===== config.mk =====
export PLATFORM = sky130hd
export DESIGN_NAME = window_generator
export DESIGN_NICKNAME = d
export VERILOG_FILES = /design/src/rtl/image_pkg.sv /design/src/rtl/window_line_buffer.sv /design/src/rtl/window_generator.sv
export SDC_FILE = /design/constraint.sdc
export NUM_CORES = 1
export LEC_CHECK = 0
export CORE_UTILIZATION = 45
export DETAILED_ROUTE_END_ITERATION = 10
export HOLD_SLACK_MARGIN = 0.02
export PLACE_DENSITY = 0.6
export SLEW_MARGIN = 20
export SYNTH_ARGS = -nofsm -noshare
export SYNTH_HDL_FRONTEND = slang
export SYNTH_HIERARCHICAL = 1
export SYNTH_SLANG_ARGS = --single-unit

===== constraint.sdc =====
create_clock -name clk -period 11.4 [get_ports clk]
set_input_delay 1.71 -clock clk [delete_from_list [all_inputs] [get_ports clk]]
set_output_delay 1.71 -clock clk [all_outputs]
set_load 0.02 [all_outputs]

===== src/rtl/image_pkg.sv =====
// Shared image-pipeline types and default geometry for the window and Sobel stages.
package image_pkg;

   localparam int DEF_PIX_W      = 4;
   localparam int DEF_IMG_WIDTH  = 160;
   localparam int DEF_IMG_HEIGHT = 120;

   typedef logic [DEF_PIX_W-1:0] pixel_t;

   // window[r][c]: r=0 is the oldest (top) row, c=0 the oldest (leftmost) column
   typedef pixel_t window_t [3][3];

endpackage


===== src/rtl/window_line_buffer.sv =====
// One line of pixel storage, addressed by column, with read-before-write behaviour.
module window_line_buffer
   import image_pkg::*;
#(
   parameter int DEPTH  = DEF_IMG_WIDTH,
   parameter int DATA_W = DEF_PIX_W,
   localparam int ADDR_W = $clog2(DEPTH)
) (
   input  logic              clk,
   input  logic              writeEn,
   input  logic [ADDR_W-1:0] addr,
   input  logic [DATA_W-1:0] writeData,
   output logic [DATA_W-1:0] readData
);

   logic [DATA_W-1:0] mem [DEPTH];

   // The read is combinational, so in a write cycle it returns the value stored before the edge.
   assign readData = mem[addr];

   // Contents need no reset: the generator's valid logic never exposes a slot before it is written.
   always_ff @(posedge clk) begin
      if (writeEn) begin
         mem[addr] <= writeData;
      end
   end

endmodule


===== src/rtl/window_generator.sv =====
// Raster-to-3x3 window stage: two line buffers, a 3-column shift register and valid/last tagging.
module window_generator
   import image_pkg::*;
#(
   parameter int IMG_WIDTH  = DEF_IMG_WIDTH,
   parameter int IMG_HEIGHT = DEF_IMG_HEIGHT,
   parameter int PIX_W      = DEF_PIX_W
) (
   input  logic             clk,
   input  logic             nreset,
   input  logic [PIX_W-1:0] pixelIn,
   input  logic             pixelValid,
   input  logic             frameStart,
   output logic [PIX_W-1:0] window [3][3],
   output logic             windowValid,
   output logic             windowLast
);

   localparam int COL_W = $clog2(IMG_WIDTH);
   localparam int ROW_W = $clog2(IMG_HEIGHT);
   localparam logic [COL_W-1:0] LAST_COL = COL_W'(IMG_WIDTH - 1);
   localparam logic [ROW_W-1:0] LAST_ROW = ROW_W'(IMG_HEIGHT - 1);

   logic [COL_W-1:0] col;
   logic [ROW_W-1:0] row;
   logic [COL_W-1:0] curCol;
   logic [ROW_W-1:0] curRow;
   logic [COL_W-1:0] nextCol;
   logic [ROW_W-1:0] nextRow;
   logic             colAtEnd;
   logic             rowAtEnd;
   logic             winEligible;
   logic             winIsLast;

   logic [PIX_W-1:0] topPix;
   logic [PIX_W-1:0] midPix;

   // Resolve the accepted pixel's coordinates (frameStart forces the origin) and the advanced position.
   always_comb begin
      curCol      = frameStart ? '0 : col;
      curRow      = frameStart ? '0 : row;
      colAtEnd    = (curCol == LAST_COL);
      rowAtEnd    = (curRow == LAST_ROW);
      nextCol     = colAtEnd ? '0 : curCol + COL_W'(1);
      nextRow     = curRow;
      if (colAtEnd) begin
         nextRow = rowAtEnd ? '0 : curRow + ROW_W'(1);
      end
      winEligible = (curRow >= ROW_W'(2)) && (curCol >= COL_W'(2));
      winIsLast   = rowAtEnd && colAtEnd;
   end

   // Raster position advances only on an accepted pixel; gaps leave it untouched.
   always_ff @(posedge clk or negedge nreset) begin
      if (!nreset) begin
         col <= '0;
         row <= '0;
      end else if (pixelValid) begin
         col <= nextCol;
         row <= nextRow;
      end
   end

   // lineA holds the previous row and feeds lineB, which therefore holds the row before that.
   window_line_buffer #(
      .DEPTH  (IMG_WIDTH),
      .DATA_W (PIX_W)
   ) lineA (
      .clk       (clk),
      .writeEn   (pixelValid),
      .addr      (curCol),
      .writeData (pixelIn),
      .readData  (midPix)
   );

   window_line_buffer #(
      .DEPTH  (IMG_WIDTH),
      .DATA_W (PIX_W)
   ) lineB (
      .clk       (clk),
      .writeEn   (pixelValid),
      .addr      (curCol),
      .writeData (midPix),
      .readData  (topPix)
   );

   // Shift the 3x3 neighbourhood one column left and load the new vertical slice on the right.
   always_ff @(posedge clk or negedge nreset) begin
      if (!nreset) begin
         for (int r = 0; r < 3; r++) begin
            for (int c = 0; c < 3; c++) begin
               window[r][c] <= '0;
            end
         end
      end else if (pixelValid) begin
         for (int r = 0; r < 3; r++) begin
            window[r][0] <= window[r][1];
            window[r][1] <= window[r][2];
         end
         window[0][2] <= topPix;
         window[1][2] <= midPix;
         window[2][2] <= pixelIn;
      end
   end

   // Flag windows lying fully inside the frame; stale columns after a line wrap fail the col test.
   always_ff @(posedge clk or negedge nreset) begin
      if (!nreset) begin
         windowValid <= 1'b0;
         windowLast  <= 1'b0;
      end else begin
         windowValid <= pixelValid && winEligible;
         windowLast  <= pixelValid && winIsLast;
      end
   end

endmodule


==> results of run 1 <==
-- sequential cells by signal (all words and copies together), names as in the netlist --
signal and count:
windowLast 1, lineB/mem 640, windowValid 1, window 36, col 8, row 7
lineA/mem 640
-- routing by layer --
layer	share of wire (%)	global-route usage [%]	vias up
met5	0	0	-
met4	1.8	5.366	0
met3	8.1	3.765	168
met2	47	32.80	1241
met1	43	31.64	14390
li1	-	-	11380
-- report_power, final --
| group | leakage [nW] | internal (mW) | switching, mW | total, mW |
|---|---|---|---|---|
| sequential | 12.2 | 5.53 | 0.0310 | 5.56 |
| clock | 2.05 | 2.41 | 1.79 | 4.20 |
| combinational | 3.80 | 0.306 | 0.531 | 0.837 |
-- kinds of logic (layout without fill, tap and decap cells) --
kind of cell             count (synthesis)  after routing  share of synthesized area [%]
flip-flops                            1333           1333                          74.94
AO/OA/AOI/OAI                          227            227                          3.164
adder cells (fa/ha/maj)                  4              4                        0.09432
AND/OR/NAND/NOR                        586            586                          4.872
buffers and inverters                  179            347                          1.853
multiplexers                           429            429                          15.08
-- cell usage in the layout, fill, tap and decap left out, drive strengths merged, types with 24 or more instances in the layout --
cell,instances
mux2i,93
mux4,292
nand2,79
clkdlybuf4s50,39
dfrtp,53
nand3,62
a21oi,33
a22oi,72
nor2b,24
buf,57
a22o,25
nand4,26
edfxtp,1280
mux2,44
clkbuf,175
a221oi,26
nor2,330
clkinv,52
-- worst min path at each step --
stage / startpoint / endpoint / slack (ps) / cells after the start
2_1_floorplan: col[1] / col[1] / 460 / 2
3_3_place_gp: window[22] / window[22] / 490 / 1
3_5_place_dp: window[20] / window[20] / 500 / 1
4_1_cts: window[20] / window[20] / 510 / 1
5_1_grt: window[32] / window[32] / 530 / 1
6_report: window[10] / window[10] / 510 / 1
-- worst max-delay path, cell delays in order --
cell and delay, ps:
clkdlybuf4s50_1 890, inv_1 530, nand2_1 250, inv_8 510, buf_4 790, mux4_2 590
a22o_1 260, a221oi_1 280, o22ai_1 160, o31ai_1 800, nand4_1 230, buf_4 430
buf_4 480, mux2_2 400
-- synthesized netlist by cell type, types with 3 or more instances --
cell | number | area, um^2
mux4_2 | 292 | 6576
a211o_1 | 4 | 35.03
and3_1 | 3 | 18.77
nand2_1 | 78 | 292.8
a22o_1 | 25 | 219.0
o211ai_1 | 6 | 45.04
buf_1 | 10 | 37.54
ha_1 | 4 | 50.05
o2bb2ai_1 | 4 | 35.03
o2111ai_1 | 8 | 70.07
dfrtp_1 | 53 | 1326
o22ai_1 | 12 | 75.07
a22oi_1 | 72 | 540.5
nand3_1 | 62 | 310.3
a221oi_1 | 26 | 227.7
nor2_1 | 330 | 1239
nor2b_1 | 24 | 150.1
mux2i_1 | 93 | 930.9
nor4_1 | 5 | 31.28
a21oi_1 | 32 | 160.2
and2_1 | 5 | 31.28
nand4b_1 | 5 | 43.79
inv_1 | 8 | 30.03
a31oi_1 | 3 | 18.77
o31ai_1 | 7 | 52.55
buf_4 | 16 | 120.1
clkbuf_1 | 84 | 315.3
nand4_1 | 26 | 162.7
nor3_1 | 22 | 110.1
nand2b_1 | 13 | 81.33
buf_2 | 33 | 165.2
edfxtp_1 | 1280 | 38440
mux2_2 | 44 | 495.5
o21ai_0 | 10 | 50.05
buf_6 | 25 | 281.5
-- final cells by class --
class	count	area [um^2]	share of cell area, %
tap	1524	1907	3.223
sequential	1333	39760	67.22
clock buffer	175	3665	6.195
inverter	9	41.29	0.06980
multi-input combinational	1246	12380	20.92
timing repair buffer	96	882.1	1.491
clock inverter	67	520.5	0.8799
-- stage by stage --
stage,total power [mW],std cells
final,10.60,4450
after global routing,10.91,4450
after CTS,10.68,4450
after detailed placement,6.507,4208
after global placement,6.482,4208
after floorplan,6.203,2758
==> flow_summary.toml, run 1 <==
[status]
status = "completed"

[clocking]
cts.repair.resized = 0
cts-root-buf = "clkbuf_16"
cts-buffers-inserted = 137
htree_levels = 4
cts_setup_buffers = 0
clock_sinks = 1333
clock_latency_ps = 750
clkTransAtPathRegs_ps = 60
postCtsHoldBufs = 0
clock_tree.buffer_depth = 3
cts_tree = "yes"

[global_route]
track_usage_pct = 21.32
grt_pass1_wl_mm = 187.4
grt_max_degree = 112
grt_overflow = 0
antenna_found_initial = 0
grt_pass1_vias = 27620

[power_and_ir_drop]
ir_drop_mv = 0.1067
power_per_cell_area_nw_per_um2 = 179.2
power_leakage_nw = 18.01

[sta]
max_clock_freq_ghz = 0.1251
hold_viol_final = 0
hold-worst-slack_ps = 506.9
skew_ps = 33.84
relSlewSlack_pct = 30.42
maxSlewViolCount = 0
tightest_slew_ps = 1044
totalNegativeSetupSlack_ps = 0
setup_viol = 0
period_minus_slack_ps = 7995
period_share_pct = 70.13
rsz0062_at_grt = "no"
setup_ws_ps = 3405

[detailed_routing]
dr_total_vias = 27180
drc = 0
drt_wl_total_mm = 126.4
drt_iter0_markers = 3222
wl_per_cell_um = 28.41
ant_nets = 0
drtPass1Iterations = 7
vias_per_cell = 6.109

[setup_path]
path_max_fanout = 83
crit_type = "input pin to register"
r2r-end = "window[13]"
crit_path_start = "frameStart"
ff2ff_path_depth = 12
ff2ff_setup_slack_ps = 5540
crit_path_end_kind = "register"
cp.required_ps = 12020
r2r-start = "col[0]"
start_kind = "input pin"
cp-endpoint = "window[13]"
crit_arrival_ps = 8620

[hold_path]
hold_class = "register to register"

[yosys]
synth_cell_types = 59
yosys_most_used_dff = "edfxtp_1"
synth_edf_count = 1280
syn-num-nets = 2770
ys_warn_count = 6
syn-mean-instance-area_um2 = 19.24
synth_seq_area_share_pct = 74.94
synthArstFlopShare_pct = 3.976
ys_ff_latch = 1333
syn-cell-area_um2 = 53060
syn_inst = 2758

[layout]
drive_gt1_share_pct = 20.47
n_fill_cell = 9184
post-route-util_pct = 50.77
nNetsFinal = 2835
diodes = 0
area_delta_synth_final_pct = 11.48
final_area_um2 = 59160

[place]
gp_congestion = 0.8336
hpwl_mm = 77.12
portBuffers = 45
dpl-instance-area_um2 = 54960
place_ws_ps = 2748

[die]
die_w_um = 345.4
start_util_pct = 45.54
io_pins = 46
die_area_um2 = 119300
die_h_um = 345.4
rows = 125
core-area_um2 = 116500

[run]
cap_violations = 0
No activity file was read; power rests on OpenSTA's default activity.
==> run 2, diff against run 1 <==
- clock period: 11.4 -> 8.3 ns (I/O delays scaled with it)
==> run 2 against run 1 <==
Compared with the run above: global-route usage hardly changed; core utilization hardly changed; non-clock buffer count is 2 lower; clock-buffer cell count is 5 lower; cell area hardly changed; clock skew is 3.0 ps lower; critical endpoint is now window[15]; largest cell class unchanged.
==> flow_summary.toml, run 2 (same netlist as run 1, synthesis figures left out) <==
[setup_path]
crit_path_end_kind = "register"
r2r-start = "col[1]"
cp.required_ps = 8890
crit_path_start = "frameStart"
start_kind = "input pin"
path_max_fanout = 161
crit_arrival_ps = 6480
crit_type = "input pin to register"

[clocking]
clock_sinks = 1333
cts-root-buf = "clkbuf_16"
clkTransAtPathRegs_ps = 60
htree_levels = 4
cts.repair.resized = 0
postCtsHoldBufs = 0
cts_setup_buffers = 0
clock_tree.buffer_depth = 3
cts_tree = "yes"
clock_latency_ps = 720
cts-buffers-inserted = 131

[sta]
rsz0062_at_grt = "no"
period_minus_slack_ps = 5892
totalNegativeSetupSlack_ps = 0
hold_viol_final = 0
relSlewSlack_pct = 17.62
setup_viol = 0
max_clock_freq_ghz = 0.1697
skew_ps = 30.83
period_share_pct = 70.99
maxSlewViolCount = 0
tightest_slew_ps = 1226

[layout]
area_delta_synth_final_pct = 11.37
final_cells = 4438
nNetsFinal = 2827
drive_gt1_share_pct = 20.18
n_fill_cell = 9172
diodes = 0
reg.largest.list = "lineA/mem: 640 flops, lineB/mem: 640 flops, window: 36 flops"
layout_commonest_cell = "edfxtp_1"
final_cell_mix = "1,280 x edfxtp_1, 326 x nor2_1, 292 x mux4_2"

[hold_path]
hold_class = "input pin to asynchronous set/reset pin"

[global_route]
grt_pass1_vias = 27780
grt_pass1_wl_mm = 188.6
track_usage_pct = 21.36
antenna_found_initial = 0
grt_overflow = 0
grt_max_degree = 162

[detailed_routing]
ant_nets = 0
drtPass1Iterations = 5
dr_total_vias = 27050
drt_wl_total_mm = 126.5
drt_iter0_markers = 2902
drc = 0
wl_per_cell_um = 28.51
vias_per_cell = 6.095

[die]
start_util_pct = 45.54
die_area_um2 = 119300
core-area_um2 = 116500
io_pins = 46
die_w_um = 345.4
die_h_um = 345.4
rows = 125

[status]
status = "completed"

[power_and_ir_drop]
power_leakage_nw = 17.97
ir_drop_mv = 0.2279
power_per_cell_area_nw_per_um2 = 244.8

[place]
hpwl_mm = 77.59
portBuffers = 45
dp.cells = 4205
gp_congestion = 0.8420

[run]
cap_violations = 0
[run 2: power by group]
part	switching, mW	internal, mW
clock network	2.40	3.28
registers	0.0465	7.59
logic	0.729	0.428
total	3.17	11.3
[run 2: routing by layer]
| metal | routed length (um) | vias to the layer above | global-route usage [%] |
|---|---|---|---|
| met4 | 2018 | 0 | 5.093 |
| met2 | 59580 | 1222 | 33.15 |
| met5 | 0 | - | 0 |
| met3 | 11030 | 135 | 4.475 |
| li1 | - | 11360 | - |
| met1 | 53880 | 14340 | 31.05 |
[run 2: stage by stage]
| step | cell area, um^2 | total power [mW] | hold slack (ps) | util (%) | setup WS [ps] |
|---|---|---|---|---|---|
| floorplan | 53060 | 8.519 | 455.3 | - | 1036 |
| global placement | 54990 | 8.913 | 488.4 | 47.19 | 1668 |
| detailed placement | 54990 | 8.945 | 495.5 | 47.19 | 1573 |
| CTS | 59070 | 14.59 | 323.4 | 50.70 | 2281 |
| global route | 59100 | 14.89 | 342.4 | 50.72 | 2146 |
| finish | 59100 | 14.47 | 362.5 | 50.72 | 2408 |
[run 2: worst max-delay path, stage by stage]
cell and delay (ps):
clkdlybuf4s50_1 410, buf_4 230, inv_1 280, nand2_1 220, inv_8 570, mux4_2 600
a22o_1 260, a221oi_1 510, o22ai_1 190, o31ai_1 710, nand4_1 260, buf_12 300
mux2_2 390
[run 2: worst paths after layout]
| path | end | slack [ps] | cells after the start |
|---|---|---|---|
| worst max-delay path | window[15] | 2410 | 13 |
| worst min-delay path | window[27] | 360 | 1 |
| worst max register to register | window[15] | 3320 | 10 |
| worst min register to register | window[8] | 500 | 1 |
| max in group asynchronous | col[6] | 7050 | 2 |
| min in group clk | window[8] | 500 | 1 |
[run 2: cell type report]
cell class	instances	area [um^2]	area share (%)
multi-input cells	1246	12380	20.94
well taps	1524	1907	3.226
clock buffers	170	3571	6.042
flip-flops and latches	1333	39760	67.28
repair buffers	94	929.6	1.573
clock inverters	62	511.7	0.8659
inverters	9	41.29	0.06986
